===== config.mk =====
export PLATFORM = sky130hd
export DESIGN_NAME = led_fade_ramp
export DESIGN_NICKNAME = d
export VERILOG_FILES = /design/src/rtl/led_fade_ramp.sv
export SDC_FILE = /design/constraint.sdc
export NUM_CORES = 1
export LEC_CHECK = 0
export CAP_MARGIN = 20
export CORE_MARGIN = 5
export CORE_UTILIZATION = 56
export DETAILED_ROUTE_END_ITERATION = 12
export GPL_ROUTABILITY_DRIVEN = 0
export GPL_TIMING_DRIVEN = 0
export HOLD_SLACK_MARGIN = 0.02
export PLACE_DENSITY = 0.77
export SYNTH_ARGS = -nofsm -noshare
export SYNTH_HDL_FRONTEND = slang
export SYNTH_SLANG_ARGS = --single-unit

===== constraint.sdc =====
create_clock -name clk -period 2.7 [get_ports clk]
set_input_delay 0.81 -clock clk [delete_from_list [all_inputs] [get_ports clk]]
set_output_delay 0.81 -clock clk [all_outputs]
set_load 0.05 [all_outputs]

===== src/rtl/led_fade_ramp.sv =====
// led_fade_ramp: duty-cycle source for the 8-bit LED PWM stage.
//
// Accepts commands over a valid/ready handshake:
//   SET     - jump to cmd_target immediately, pulse done_pulse
//   FADE    - step by 1 toward cmd_target once per tick, pulse done_pulse
//             on the tick that finds the level already at target
//   BREATHE - bounce between cmd_target (peak) and 0, one step per tick,
//             dwelling two ticks at each endpoint, until the next command
//   STOP    - freeze the level and return to IDLE
// A tick fires every (cmd_step_div + 1) clk cycles, counted from the accept.
//
// Ports:
//   clk, rst_n      system clock, asynchronous active-low reset
//   cmd_valid/ready command handshake (ready low only while fading)
//   cmd_mode        00 SET, 01 FADE, 10 BREATHE, 11 STOP
//   cmd_target      SET/FADE target, BREATHE peak
//   cmd_step_div    tick interval minus one, in clk cycles
//   duty_cycle      registered level to the PWM stage
//   busy            high whenever not IDLE
//   done_pulse      one-cycle pulse on SET or FADE completion
//
// Optional feature macro: LED_FADE_GAMMA_EN
//   When defined, duty_cycle = (level*(level+1)) >> 8 through one extra
//   register stage, and done_pulse is delayed one cycle to match.

module led_fade_ramp #(
  parameter int DIV_W = 16
) (
  input  logic             clk,
  input  logic             rst_n,
  input  logic             cmd_valid,
  output logic             cmd_ready,
  input  logic [1:0]       cmd_mode,
  input  logic [7:0]       cmd_target,
  input  logic [DIV_W-1:0] cmd_step_div,
  output logic [7:0]       duty_cycle,
  output logic             busy,
  output logic             done_pulse
);

  localparam logic [1:0] MODE_SET     = 2'b00;
  localparam logic [1:0] MODE_FADE    = 2'b01;
  localparam logic [1:0] MODE_BREATHE = 2'b10;

  typedef enum logic [1:0] {
    S_IDLE    = 2'd0,
    S_FADE    = 2'd1,
    S_BR_UP   = 2'd2,
    S_BR_DOWN = 2'd3
  } state_t;

  state_t           state, state_n;
  logic [7:0]       level, level_n;
  logic [7:0]       tgt;
  logic [DIV_W-1:0] div, cnt;
  logic             done_q, done_n;
  logic             accept, tick;

  assign cmd_ready = (state != S_FADE);
  assign busy      = (state != S_IDLE);
  assign accept    = cmd_valid & cmd_ready;
  // An accept restarts the interval, so a tick coinciding with it is dropped.
  assign tick      = (cnt == div) & ~accept;

  // Tick counter and latched command operands.
  always_ff @(posedge clk or negedge rst_n) begin
    if (!rst_n) begin
      cnt <= '0;
      tgt <= '0;
      div <= '0;
    end else if (accept) begin
      cnt <= '0;
      tgt <= cmd_target;
      div <= cmd_step_div;
    end else if (cnt == div) begin
      cnt <= '0;
    end else begin
      cnt <= cnt + DIV_W'(1);
    end
  end

  always_ff @(posedge clk or negedge rst_n) begin
    if (!rst_n) begin
      state  <= S_IDLE;
      level  <= '0;
      done_q <= 1'b0;
    end else begin
      state  <= state_n;
      level  <= level_n;
      done_q <= done_n;
    end
  end

  always_comb begin
    state_n = state;
    level_n = level;
    done_n  = 1'b0;
    if (accept) begin
      case (cmd_mode)
        MODE_SET: begin
          level_n = cmd_target;
          state_n = S_IDLE;
          done_n  = 1'b1;
        end
        MODE_FADE:    state_n = S_FADE;
        MODE_BREATHE: state_n = S_BR_UP;
        default:      state_n = S_IDLE;   // STOP: level frozen
      endcase
    end else if (tick) begin
      case (state)
        S_FADE: begin
          if (level == tgt) begin
            state_n = S_IDLE;
            done_n  = 1'b1;
          end else if (level < tgt) begin
            level_n = level + 8'd1;
          end else begin
            level_n = level - 8'd1;
          end
        end
        // A breathe may start above the peak, so "up" steps toward it
        // from either side.
        S_BR_UP: begin
          if (level == tgt)     state_n = S_BR_DOWN;
          else if (level < tgt) level_n = level + 8'd1;
          else                  level_n = level - 8'd1;
        end
        S_BR_DOWN: begin
          if (level == 8'd0) state_n = S_BR_UP;
          else               level_n = level - 8'd1;
        end
        default: ;
      endcase
    end
  end

`ifdef LED_FADE_GAMMA_EN
  // 255*256 fits in 16 bits; the top byte is the gamma-corrected duty.
  logic [15:0] sq;
  logic [7:0]  gam_q;
  assign sq = {8'd0, level} * ({8'd0, level} + 16'd1);

  always_ff @(posedge clk or negedge rst_n) begin
    if (!rst_n) begin
      gam_q      <= '0;
      duty_cycle <= '0;
      done_pulse <= 1'b0;
    end else begin
      gam_q      <= sq[15:8];
      duty_cycle <= gam_q;
      done_pulse <= done_q;
    end
  end
`else
  always_ff @(posedge clk or negedge rst_n) begin
    if (!rst_n) duty_cycle <= '0;
    else        duty_cycle <= level;
  end

  assign done_pulse = done_q;
`endif

endmodule


==> results <==
- The flow ran to the end, and the final reports show no timing, DRC or antenna violations.
- The area of all placed cells without fillers is 0.00395 sq mm.
- The critical path goes through inv_1 > ha_1 > inv_1 > dlygate4sd2_1.
- The region available for standard cell placement spans ~0.0056 sq mm.
- After the last flow step, the layout net total stands at about 440.
- The initial antenna violation count came to 0.
- Power comes to a little over 4 mW.
- In this run the tool buffered the top-level ports with 39 buffer cells.
- The die covers 0.00746 sq mm.
- The count of final setup violators is 0.
- The type of destination of the critical path is a primary output.
- The most congested layer reported by global routing is met2.
- The post-place instance area is 0.00376 sq mm.
- The insertion delay of the later-clocked pin in the worst-skew pair is 0.34 ns.
- The register-to-register path setup slack is 0.20 ns.
- By count the netlist is led by sky130_fd_sc_hd__nand2_1 (69), sky130_fd_sc_hd__dfrtp_1 (59), sky130_fd_sc_hd__nor2_1 (26).
- The count of synthesis-stage warnings from yosys is 0.
- The register share of total power is 35.7%.
- The data required time of the critical path is 1.89 ns.
- Of the post-synthesis cell area, the dominant cell type holds 45.2%.
- Setup repair after global routing left no endpoint under its margin.
- The part of the Yosys area used for sequential elements is 45.2%.
- The slowest stage cell on the critical path is sky130_fd_sc_hd__dlygate4sd2_1.
- Clock-pin slew was measured on the worst setup and hold paths at roughly 0.070 ns.
- Setup total negative slack on the finished layout was measured at 0 ns.
- The total standard cell area after synthesis is 0.00326 sq mm.
- Relative to the synthesized area, the layout overhead comes to 20.9%.
- For this design the total switching power over the nets is ~1.8 mW.
- The TritonCTS clock tree is done.
- Summed over all cells, the static leakage comes to 1.89 nW.
- The total overflow left after global routing is 0.
- The count of flip-flops with a built-in enable after synthesis is 0.
- Clock tree synthesis selected as its root buffer the cell sky130_fd_sc_hd__clkbuf_8.
- The starting DRC count in detailed routing is about 220.
- Internal power comes to 2.26 mW.
- The kind of critical path is reg2out.
- In this run, CTS created clock tree buffers numbering 9.
- The number of DRC violations after detailed routing is 0.
- Global routing consumed, over all layers together, roughly 22% of the routing resources.
- The highest cell delay on the worst timing path is roughly 0.55 ns.
- The H-tree was split into 3 levels.
- Detailed placement finished with a half-perimeter wire length of about 5500 um.
- The smallest clock period supported by the final layout is computed as 2.60 ns.
- Entering global routing, the biggest net connects 31 pins.
- The switching fraction of total power is 43.8%.
- In this design, the critical path's most frequently occurring cell is sky130_fd_sc_hd__inv_1.
- For the pin with the worst max-slew slack, the measured transition is around 0.7 ns.
- The worst-case IR drop observed on VDD is slightly below 0.7 mV.
- The achievable frequency is 384 MHz.
- Synthesis produced a netlist with a net count of between 300 and 400.
- The maximum fanout along the worst path is 5.
- The tightest min-delay check is of the reg2reg type.
- In this run, distinct cell masters in the synthesized netlist total 50.
- The total wire length after detailed routing is around 7600 um.
- In the final layout, the multi-input gates occupy ~0.0017 sq mm.
- In the global route stage, met2 resource usage came out at 33.8%.
- The diode insertion count for antenna repair is 0.
- The clock network burns 18.8% of the power.
- The worst endpoint data arrival time is 1.79 ns.
- For this run, the detailed router's first-pass iteration total came to 4.
- The clock sink total is 59.
- For met3 alone, demand over resource in global routing was 6.37%.
- The largest clock skew in the final design is 0.00888 ns.
- The count of nets left with antenna violations after detail routing is 0.
- The maximum clock insertion buffer count is 2.
- The number of pins exceeding their max-slew limit in the final report came to 0.
- In the final layout, the share of cells above drive strength 1 is 7.75%.
- The met1 usage in global routing is 29.6%.
- Dividing total power by cell area gives a power density of 1020 mW/mm^2.
- The count of max-cap constraint violations is 0.
- In the synthesized netlist the async set-or-reset flop fraction comes to between 90% and 100%.
- Dividing the detail-routed via count by the number of cells gives 5.69.
- The number of synthesized register bits is 59.
- In this run the core area contains 27 standard-cell rows.
- The worst pin sits at a relative slew slack of 54.1%.
- After clock tree synthesis, the flow added hold-fix buffers numbering 0.
- Synthesis produced a netlist whose cell count is 345.
- The most instantiated library cell after synthesis is sky130_fd_sc_hd__nand2_1.
- The total count of hold-check failures in the final report came to 0.
- Ranked by total cell area, the synthesized netlist is headed by sky130_fd_sc_hd__dfrtp_1 (45%), sky130_fd_sc_hd__nand2_1 (7.9%), sky130_fd_sc_hd__xor2_1 (6.7%), sky130_fd_sc_hd__ha_1 (6.1%), sky130_fd_sc_hd__nor2_1 (3.0%).
- The number of vias in the routed layout is 2688.
- The type of element launching the critical path is a flop.
- The number of fill cells in the layout is 445.
- The number of global-route vias before repair is 2633.
- In this run the vertical extent of the chip is ~86 um.
- Dividing the final minimum period by the clock period gives around 96%.
- The cell taking the most area after synthesis is sky130_fd_sc_hd__dfrtp_1.
- Dividing the detail-routed wire length by the instance count gives 16.1 um.
- A synthesized cell averages 9.46 sq um.
- Summing all flip-flop and latch instances after layout gives approximately 0.0015 sq mm.
- In this run, the combinational gates consume between 40% and 50% of the power.
- The overall die width is around 86 um.
- The most used flip-flop cell after synthesis is sky130_fd_sc_hd__dfrtp_1.
- The initial core utilization is 58.6%.
- The first global-routing pass estimated 12600 um of wire.
- For this design the top-level I/O count stands at 40.
path summary, 6_finish.rpt:
path                            startpoint             to  depth (start not counted)
worst max-delay path              state[1]      cmd_ready                          4
worst min register to register      tgt[5]         tgt[5]                          1
worst min-delay path                tgt[5]         tgt[5]                          1
max in group asynchronous            rst_n         div[9]                          2
worst max register to register    level[0]       level[3]                          8
min in group asynchronous            rst_n  duty_cycle[1]                          1
cell families after synthesis:
family,share of synthesized area (%)
buf+inv,3.49
fa+ha+maj,6.13
compound gates,10.8
mux,1.23
flops,45.2
xor+xnor,8.05
simple gates,25.0
routing by layer:
metal | part of all wire (%) | up-vias
li1 | - | 1286
met1 | 44 | 1310
met2 | 46 | 82
met3 | 7.9 | 10
met4 | 1.4 | 0
met5 | 0 | -
cell usage in the layout, fill, tap and decap left out, types with 4 or more instances in the layout:
cell,Yosys,layout
sky130_fd_sc_hd__a21o_1,5,5
sky130_fd_sc_hd__a21oi_1,12,12
sky130_fd_sc_hd__and3_1,11,11
sky130_fd_sc_hd__clkbuf_1,6,7
sky130_fd_sc_hd__clkbuf_8,0,9
sky130_fd_sc_hd__clkdlybuf4s50_1,0,35
sky130_fd_sc_hd__dfrtp_1,59,59
sky130_fd_sc_hd__ha_1,16,16
sky130_fd_sc_hd__inv_1,18,18
sky130_fd_sc_hd__mux2i_1,4,4
sky130_fd_sc_hd__nand2_1,69,69
sky130_fd_sc_hd__nand3_1,12,12
sky130_fd_sc_hd__nand4_1,6,6
sky130_fd_sc_hd__nor2_1,26,25
sky130_fd_sc_hd__nor3_1,5,5
sky130_fd_sc_hd__nor4_1,4,4
sky130_fd_sc_hd__nor4_4,4,4
sky130_fd_sc_hd__o211ai_1,4,4
sky130_fd_sc_hd__o21ai_0,10,10
sky130_fd_sc_hd__xnor2_1,5,5
sky130_fd_sc_hd__xor2_1,25,25
what timing repair did:
action / 4_1_cts / 5_1_grt
hold endpoints to repair: 0 / 0
setup buffers: 0 / 0
resized for setup: 2 / 2
setup endpoints to repair: 2 / 5
sequential cells by signal, indices dropped and copies added (netlist names):
register,count
level,8
cnt,16
tgt,8
duty_cycle,8
state,2
done_pulse,1
div,16
through the flow:
step / cells / util [%] / hold slack [ns] / worst slack, ns
after floorplan: 345 / - / 0.435 / 0.617
after global placement: 456 / 67.2 / 0.462 / -1.01
after detailed placement: 457 / 67.5 / 0.470 / -0.311
after CTS: 472 / 70.7 / 0.485 / 0.0374
after global routing: 472 / 70.8 / 0.503 / 0.0134
final: 472 / 70.8 / 0.481 / 0.0987
worst max-delay path: cells and delay by family (launching register included):
family,cells,cell delay (ns)
fa+ha+maj,1,0.25
flops,1,0.38
buf+inv,3,0.82
final cells by class:
| type | instances | area share, % |
|---|---|---|
| multi-input cells | 259 | 42.5 |
| flip-flops and latches | 59 | 37.4 |
| plain buffers | 9 | 1.17 |
| repair buffers | 40 | 10.3 |
| well taps | 72 | 2.28 |
| inverters | 18 | 1.71 |
| clock buffers | 10 | 3.24 |
| clock inverters | 5 | 1.40 |
power groups by stage:
stage	clock network [mW]	logic [mW]	registers (mW)
2_1_floorplan	0	1.24	1.49
3_3_place_gp	0	1.77	1.43
3_5_place_dp	0	1.82	1.45
4_1_cts	0.774	1.84	1.43
5_1_grt	0.830	2.03	1.47
6_report	0.756	1.83	1.44
Power figures use the tool's default switching activity.
